<file path="config.mk">
export PLATFORM = sky130hd
export DESIGN_NAME = scr1_mem_arb_flat
export DESIGN_NICKNAME = d
export VERILOG_FILES = /design/src/rtl/scr1_mem_arb_if.sv /design/src/rtl/scr1_mem_arb.sv /design/src/flat_wrapper.sv
export SDC_FILE = /design/constraint.sdc
export NUM_CORES = 1
export LEC_CHECK = 0
export CORE_AREA = 2 2 123 125
export CTS_BUF_LIST = sky130_fd_sc_hd__clkbuf_8
export DETAILED_ROUTE_END_ITERATION = 8
export DIE_AREA = 0 0 125 127
export GPL_TIMING_DRIVEN = 0
export PLACE_DENSITY = 0.54
export REMOVE_ABC_BUFFERS = 1
export SLEW_MARGIN = 20
export SYNTH_ARGS = -nofsm -noshare
export SYNTH_HDL_FRONTEND = slang
export SYNTH_SLANG_ARGS = --single-unit
</file>
<file path="constraint.sdc">
create_clock -name clk -period 2.9 [get_ports clk]
set_input_delay 0.725 -clock clk [delete_from_list [all_inputs] [get_ports clk]]
set_output_delay 0.725 -clock clk [all_outputs]
set_load 0.02 [all_outputs]
</file>
<file path="src/rtl/scr1_mem_arb_if.sv">
// Shared memory-port types and the request/response bundle used on every arbiter port.
// The master side drives the request fields; the slave side returns ack, read data and response.
package scr1_mem_pkg;
   typedef enum logic {
      SCR1_MEM_CMD_RD = 1'b0,
      SCR1_MEM_CMD_WR = 1'b1
   } type_scr1_mem_cmd_e;

   typedef enum logic [1:0] {
      SCR1_MEM_WIDTH_BYTE  = 2'b00,
      SCR1_MEM_WIDTH_HWORD = 2'b01,
      SCR1_MEM_WIDTH_WORD  = 2'b10
   } type_scr1_mem_width_e;

   typedef enum logic [1:0] {
      SCR1_MEM_RESP_NOTRDY = 2'b00,
      SCR1_MEM_RESP_RDY_OK = 2'b01,
      SCR1_MEM_RESP_RDY_ER = 2'b10
   } type_scr1_mem_resp_e;
endpackage

interface scr1_mem_arb_if #(
   parameter int ADDR_W = 32
);
   import scr1_mem_pkg::*;

   logic                 req;
   type_scr1_mem_cmd_e   cmd;
   type_scr1_mem_width_e width;
   logic [ADDR_W-1:0]    addr;
   logic [31:0]          wdata;
   logic                 req_ack;
   logic [31:0]          rdata;
   type_scr1_mem_resp_e  resp;

   modport master (output req, cmd, width, addr, wdata,
                   input  req_ack, rdata, resp);
   modport slave  (input  req, cmd, width, addr, wdata,
                   output req_ack, rdata, resp);
endinterface

</file>
<file path="src/rtl/scr1_mem_arb.sv">
// Merges the IMEM and DMEM ports onto one bridge port; an in-order FIFO of owner IDs
// steers each response back to the master whose request produced it.
module scr1_mem_arb
   import scr1_mem_pkg::*;
#(
   parameter int SCR1_ARB_OUTST      = 4,
   parameter int SCR1_ADDR_WIDTH     = 32,
   parameter bit SCR1_ARB_DMEM_PRIO  = 1'b0
) (
   input  logic           clk,
   input  logic           rst,
   scr1_mem_arb_if.slave  imem,
   scr1_mem_arb_if.slave  dmem,
   scr1_mem_arb_if.master mem,
   output logic           arb_idle,
   output logic           arb_unexp_resp
);

   localparam int   PTR_W   = $clog2(SCR1_ARB_OUTST);
   localparam int   CNT_W   = PTR_W + 1;
   localparam logic ID_IMEM = 1'b0;
   localparam logic ID_DMEM = 1'b1;

   logic                       fifo_q [SCR1_ARB_OUTST];
   logic                       fifo_d [SCR1_ARB_OUTST];
   logic [PTR_W-1:0]           wr_ptr_q, wr_ptr_d;
   logic [PTR_W-1:0]           rd_ptr_q, rd_ptr_d;
   logic [CNT_W-1:0]           count_q, count_d;
   logic                       rr_prio_q, rr_prio_d;
   logic                       lock_vld_q, lock_vld_d;
   logic                       lock_id_q, lock_id_d;

   logic                       grant_vld, grant_id, locked_req;
   logic                       fifo_full, fifo_empty, accept;
   logic                       resp_vld, route, head_id;
   logic [SCR1_ADDR_WIDTH-1:0] fwd_addr;

   assign locked_req = (lock_id_q == ID_DMEM) ? dmem.req : imem.req;

   // A stalled request keeps its grant so the bridge never sees the request change under it.
   always_comb begin
      grant_vld = 1'b0;
      grant_id  = ID_IMEM;
      if (lock_vld_q && locked_req) begin
         grant_vld = 1'b1;
         grant_id  = lock_id_q;
      end else if (imem.req && dmem.req) begin
         grant_vld = 1'b1;
         grant_id  = SCR1_ARB_DMEM_PRIO ? ID_DMEM : rr_prio_q;
      end else if (imem.req) begin
         grant_vld = 1'b1;
         grant_id  = ID_IMEM;
      end else if (dmem.req) begin
         grant_vld = 1'b1;
         grant_id  = ID_DMEM;
      end
   end

   always_comb begin
      mem.cmd   = SCR1_MEM_CMD_RD;
      mem.width = SCR1_MEM_WIDTH_BYTE;
      mem.wdata = '0;
      fwd_addr  = '0;
      if (grant_vld) begin
         if (grant_id == ID_DMEM) begin
            mem.cmd   = dmem.cmd;
            mem.width = dmem.width;
            mem.wdata = dmem.wdata;
            fwd_addr  = dmem.addr;
         end else begin
            mem.cmd   = imem.cmd;
            mem.width = imem.width;
            mem.wdata = imem.wdata;
            fwd_addr  = imem.addr;
         end
      end
      mem.addr = fwd_addr;
   end

   assign fifo_full    = (count_q == CNT_W'(SCR1_ARB_OUTST));
   assign fifo_empty   = (count_q == '0);
   assign mem.req      = grant_vld & ~fifo_full & ~rst;
   assign accept       = mem.req & mem.req_ack;
   assign imem.req_ack = accept & (grant_id == ID_IMEM);
   assign dmem.req_ack = accept & (grant_id == ID_DMEM);

   assign resp_vld       = (mem.resp != SCR1_MEM_RESP_NOTRDY);
   assign route          = resp_vld & ~fifo_empty;
   assign head_id        = fifo_q[rd_ptr_q];
   assign arb_unexp_resp = resp_vld & fifo_empty & ~rst;
   assign arb_idle       = fifo_empty;

   always_comb begin
      imem.resp  = SCR1_MEM_RESP_NOTRDY;
      imem.rdata = '0;
      dmem.resp  = SCR1_MEM_RESP_NOTRDY;
      dmem.rdata = '0;
      if (route) begin
         if (head_id == ID_DMEM) begin
            dmem.resp  = mem.resp;
            dmem.rdata = mem.rdata;
         end else begin
            imem.resp  = mem.resp;
            imem.rdata = mem.rdata;
         end
      end
   end

   always_comb begin
      fifo_d     = fifo_q;
      wr_ptr_d   = wr_ptr_q;
      rd_ptr_d   = rd_ptr_q;
      rr_prio_d  = rr_prio_q;
      lock_vld_d = lock_vld_q;
      lock_id_d  = lock_id_q;
      if (accept) begin
         fifo_d[wr_ptr_q] = grant_id;
         wr_ptr_d         = wr_ptr_q + PTR_W'(1);
         rr_prio_d        = ~grant_id;
         lock_vld_d       = 1'b0;
      end else if (mem.req) begin
         lock_vld_d = 1'b1;
         lock_id_d  = grant_id;
      end else if (lock_vld_q && !locked_req) begin
         lock_vld_d = 1'b0;
      end
      if (route) begin
         rd_ptr_d = rd_ptr_q + PTR_W'(1);
      end
      count_d = count_q + CNT_W'(accept) - CNT_W'(route);
   end

   always_ff @(posedge clk) begin
      if (rst) begin
         for (int i = 0; i < SCR1_ARB_OUTST; i++) begin
            fifo_q[i] <= ID_IMEM;
         end
         wr_ptr_q   <= '0;
         rd_ptr_q   <= '0;
         count_q    <= '0;
         rr_prio_q  <= ID_IMEM;
         lock_vld_q <= 1'b0;
         lock_id_q  <= ID_IMEM;
      end else begin
         fifo_q     <= fifo_d;
         wr_ptr_q   <= wr_ptr_d;
         rd_ptr_q   <= rd_ptr_d;
         count_q    <= count_d;
         rr_prio_q  <= rr_prio_d;
         lock_vld_q <= lock_vld_d;
         lock_id_q  <= lock_id_d;
      end
   end

endmodule

</file>
<file path="src/flat_wrapper.sv">
// flat-port wrapper written by rule: the top's interface ports become plain ports
module scr1_mem_arb_flat import scr1_mem_pkg::*;
#(
   parameter int SCR1_ARB_OUTST      = 4,
   parameter int SCR1_ADDR_WIDTH     = 32,
   parameter bit SCR1_ARB_DMEM_PRIO  = 1'b0
)
  (clk, rst, arb_idle, arb_unexp_resp, imem_req, imem_cmd, imem_width, imem_addr, imem_wdata, imem_req_ack, imem_rdata, imem_resp, dmem_req, dmem_cmd, dmem_width, dmem_addr, dmem_wdata, dmem_req_ack, dmem_rdata, dmem_resp, mem_req, mem_cmd, mem_width, mem_addr, mem_wdata, mem_req_ack, mem_rdata, mem_resp);
  scr1_mem_arb_if #(.ADDR_W((32))) imem_i ();
  scr1_mem_arb_if #(.ADDR_W((32))) dmem_i ();
  scr1_mem_arb_if #(.ADDR_W((32))) mem_i ();
  input  logic clk;
  input  logic rst;
  output logic arb_idle;
  output logic arb_unexp_resp;
  input wire logic [$bits(imem_i.req)-1:0] imem_req;
  input wire logic [$bits(imem_i.cmd)-1:0] imem_cmd;
  input wire logic [$bits(imem_i.width)-1:0] imem_width;
  input wire logic [$bits(imem_i.addr)-1:0] imem_addr;
  input wire logic [$bits(imem_i.wdata)-1:0] imem_wdata;
  output wire logic [$bits(imem_i.req_ack)-1:0] imem_req_ack;
  output wire logic [$bits(imem_i.rdata)-1:0] imem_rdata;
  output wire logic [$bits(imem_i.resp)-1:0] imem_resp;
  input wire logic [$bits(dmem_i.req)-1:0] dmem_req;
  input wire logic [$bits(dmem_i.cmd)-1:0] dmem_cmd;
  input wire logic [$bits(dmem_i.width)-1:0] dmem_width;
  input wire logic [$bits(dmem_i.addr)-1:0] dmem_addr;
  input wire logic [$bits(dmem_i.wdata)-1:0] dmem_wdata;
  output wire logic [$bits(dmem_i.req_ack)-1:0] dmem_req_ack;
  output wire logic [$bits(dmem_i.rdata)-1:0] dmem_rdata;
  output wire logic [$bits(dmem_i.resp)-1:0] dmem_resp;
  output wire logic [$bits(mem_i.req)-1:0] mem_req;
  output wire logic [$bits(mem_i.cmd)-1:0] mem_cmd;
  output wire logic [$bits(mem_i.width)-1:0] mem_width;
  output wire logic [$bits(mem_i.addr)-1:0] mem_addr;
  output wire logic [$bits(mem_i.wdata)-1:0] mem_wdata;
  input wire logic [$bits(mem_i.req_ack)-1:0] mem_req_ack;
  input wire logic [$bits(mem_i.rdata)-1:0] mem_rdata;
  input wire logic [$bits(mem_i.resp)-1:0] mem_resp;
  assign imem_i.req = imem_req;
  assign imem_i.cmd = imem_cmd;
  assign imem_i.width = imem_width;
  assign imem_i.addr = imem_addr;
  assign imem_i.wdata = imem_wdata;
  assign imem_req_ack = imem_i.req_ack;
  assign imem_rdata = imem_i.rdata;
  assign imem_resp = imem_i.resp;
  assign dmem_i.req = dmem_req;
  assign dmem_i.cmd = dmem_cmd;
  assign dmem_i.width = dmem_width;
  assign dmem_i.addr = dmem_addr;
  assign dmem_i.wdata = dmem_wdata;
  assign dmem_req_ack = dmem_i.req_ack;
  assign dmem_rdata = dmem_i.rdata;
  assign dmem_resp = dmem_i.resp;
  assign mem_req = mem_i.req;
  assign mem_cmd = mem_i.cmd;
  assign mem_width = mem_i.width;
  assign mem_addr = mem_i.addr;
  assign mem_wdata = mem_i.wdata;
  assign mem_i.req_ack = mem_req_ack;
  assign mem_i.rdata = mem_rdata;
  assign mem_i.resp = mem_resp;
  scr1_mem_arb #(.SCR1_ARB_OUTST(SCR1_ARB_OUTST), .SCR1_ADDR_WIDTH(SCR1_ADDR_WIDTH), .SCR1_ARB_DMEM_PRIO(SCR1_ARB_DMEM_PRIO)) u_core (.clk(clk), .rst(rst), .imem(imem_i), .dmem(dmem_i), .mem(mem_i), .arb_idle(arb_idle), .arb_unexp_resp(arb_unexp_resp));
endmodule
</file>
==> results.json <==
{
  "core_area_um2": 14400,
  "layout.nets": 906,
  "port_buffers": 312,
  "finalClockSkew_ns": 0.00380,
  "drt-wirelength-per-cell_um": 17.2,
  "required_ns": 2.17,
  "final-hold-violation-count": 0,
  "cp_slowest_stage_delay_ns": 0.32,
  "diodes": 0,
  "ys_ff_latch": 14,
  "synth_edf_count": 0,
  "worstHoldStart": "u_core.fifo_q[1]$_SDFFE_PP0P_",
  "cts_buffer_depth": 2,
  "dp_hpwl_um": 11100,
  "num_rows": 44,
  "final-setup-viol-count": 0,
  "die_w_um": 125,
  "hp-class": "flop to flop",
  "worstSetupPathType": "input port to output pin",
  "worstPathArrival_ns": 2.14,
  "power.leakage_nw": 3.05,
  "io_pins": 313,
  "grt.overflow.total": 0,
  "rsz0062_at_grt": "yes",
  "r2r-start": "u_core.count_q[1]$_SDFF_PP0_",
  "synth-main-ff-cell": "dfxtp_1",
  "path_cells": "buf_4, bufinv_16, a21o_4, bufbuf_16, o21ai_1, clkdlybuf4s15_1",
  "cp-start-kind": "input port",
  "yosysSeqAreaShare_pct": 11.0,
  "grt_pass1_wl_um": 23500,
  "drt-pass1-iter-count": 4,
  "synth_area_leaders": "o211ai_1 (20%), o21ai_1 (13%), inv_1 (11%)",
  "worstHoldPathCells": 2,
  "max_slew_margin_pct": 62.1,
  "grt_max_degree": 73,
  "dpl-instance-area_um2": 5790,
  "cts.sinks": 14,
  "fp.dieH_um": 127,
  "htreeDepth": 1,
  "antenna_found_initial": 0,
  "drc": 0,
  "register_area_um2": 283,
  "p_per_area_nw_per_um2": 407,
  "synth-async-reset-ratio_pct": 0,
  "worst_slew_pin_slew_ns": 0.567,
  "layout_commonest_cell": "clkdlybuf4s50_1",
  "postCtsHoldBufs": 0,
  "multi_input_area_um2": 1870,
  "place_inst": 891,
  "drv_slew": 0,
  "setup_slack_ns": 0.0313,
  "yosysUniqueCellTypes": 36,
  "min_period_over_period_pct": 98.9,
  "cts_tree": "done",
  "critPathMaxFanout": 35,
  "layout_min_cycle_time_ns": 2.87,
  "place.gp.congestion": 0.834,
  "vias": 4142,
  "worst-path-buf-inv": 4,
  "max-cap-violations": 0,
  "cp-end-kind": "output pin",
  "cts-buffers-inserted": 3,
  "post-route-cell-area_um2": 6040,
  "netlist_area_um2": 2550,
  "dieArea_um2": 15900,
  "cpLargestDelayFamily": "buffers and inverters",
  "rr_endpoint": "u_core.count_q[2]$_SDFF_PP0_",
  "first_global_vias": 4240,
  "syn_inst": 435,
  "grtUsageTotal_pct": 18.3,
  "drive_gt1_share_pct": 13.0,
  "yosys.area.top_type": "o211ai_1",
  "crit_slowest_cell": "clkdlybuf4s15_1",
  "status": "complete, no violations",
  "ff2ff_path_depth": 9,
  "start_util_pct": 17.7,
  "drt_wl_total_um": 15600,
  "ant_nets": 0,
  "fillers": 1525,
  "layout_common_cells": "clkdlybuf4s50_1 (208), inv_1 (75), nor2_1 (75), o211ai_1 (68), o21ai_1 (67)",
  "critical_path_depth": 6,
  "peakVddDrop_mv": 0.155,
  "avgSynthCellArea_um2": 5.87,
  "cts_root_buffer": "clkbuf_8",
  "fin_cells": 909,
  "ys_warn_count": 0,
  "clk_pin_slew_ns": 0.06,
  "fmax_ghz": 0.349,
  "whs_endpoint": "u_core.fifo_q[1]$_SDFFE_PP0P_",
  "reg2reg_slack_ns": 0.31,
  "dp_slack_ns": -0.867,
  "drt_iter0_markers": 182,
  "syn2layout_area_growth_pct": 137,
  "avgViaCountPerCell": 4.56,
  "clock_latency_ns": 0.25,
  "yosysTopAreaCellShare_pct": 20.0
}
[repair_timing]
| item | CTS | global route |
|---|---|---|
| resized for setup | 163 | 93 |
| hold endpoints to repair | 0 | 0 |
| pin swaps | 2 | 1 |
| setup buffers | 5 | 1 |
| cloned | 8 | 0 |
| endpoints found under the setup margin | 141 | 115 |
[layer usage]
layer | GRT usage (%) | part of all wire [%] | vias up
met3 | 4.61 | 7.1 | 31
met5 | 0 | 0 | -
met4 | 6.67 | 3.1 | 0
met2 | 34.7 | 53 | 178
met1 | 19.6 | 37 | 1880
li1 | - | - | 2053
[synth_stat cells, types with 2 or more instances]
cell      count
dfxtp_1      14
mux2_2        2
nor2b_1       2
o31ai_1       2
buf_2        17
nand4_1       6
clkbuf_1     16
xnor2_1       3
inv_2         2
buf_4         5
nor2_1       75
a21oi_1       5
mux2i_1       7
o211ai_1     68
ha_1          6
buf_6         6
mux2i_2       2
nand2_1      34
inv_1        75
nand2b_1      6
o21ai_1      67
[power by group]
part | switching (mW) | internal, mW | leakage, nW | total (mW)
clock network | 0.0735 | 0.120 | 0.0288 | 0.194
registers | 0.0834 | 0.230 | 0.115 | 0.313
logic | 1.03 | 0.927 | 2.91 | 1.95
total | 1.18 | 1.28 | 3.05 | 2.46
[flip-flops by register name, indices dropped and copies added, names as in the netlist]
| register | count |
|---|---|
| u_core.fifo_q | 4 |
| u_core.lock_id_q | 1 |
| u_core.rr_prio_q | 1 |
| u_core.lock_vld_q | 1 |
| u_core.count_q | 3 |
| u_core.wr_ptr_q | 2 |
| u_core.rd_ptr_q | 2 |
[worst reg2reg max path: cells and delay by family (launching register included)]
kind	cells	cell delay [ns]
compound gates	1	0.51
xor+xnor	2	0.33
fa+ha+maj	3	0.91
buf+inv	2	0.23
flops	1	0.44
simple gates	1	0.06
[layout make-up]
type,instances,area share [%]
Multi-Input combinational cell,303,30.9
Timing Repair Buffer,326,54.3
Sequential cell,14,4.68
Tap cell,184,3.81
Timing Repair inverter,1,0.145
Clock buffer,4,0.911
Inverter,77,5.22
[how the worst max path moves through the flow]
stage | startpoint | endpoint
2_1_floorplan | u_core.lock_vld_q$_SDFFE_PP0P_ | mem_addr[0]
3_3_place_gp | u_core.lock_vld_q$_SDFFE_PP0P_ | mem_wdata[29]
3_5_place_dp | dmem_req | mem_wdata[24]
4_1_cts | dmem_req | mem_addr[8]
5_1_grt | mem_resp[0] | imem_rdata[6]
6_report | dmem_req | mem_wdata[12]
[logic make-up after synthesis]
kind of cell / synth area share, %
AO/OA/AOI/OAI: 37.2
XOR/XNOR: 1.03
adder cells (fa/ha/maj): 3.73
buffers and inverters: 21.3
flip-flops: 11.0
multiplexers: 4.71
AND/OR/NAND/NOR: 21.1
[metrics by stage]
step / setup TNS [ns] / hold WS, ns / total power [mW] / utilization, %
global placement: -344.14 / 0.468 / 2.09 / 39.2
floorplan: -117.39 / 0.451 / 1.17 / -
CTS: 0 / 0.500 / 2.49 / 42.3
global route: -0.0276 / 0.531 / 2.63 / 41.9
detailed placement: -97.19 / 0.475 / 2.15 / 40.1
finish: 0 / 0.513 / 2.46 / 41.9
Note: power is estimated with default switching activity, not from simulation.
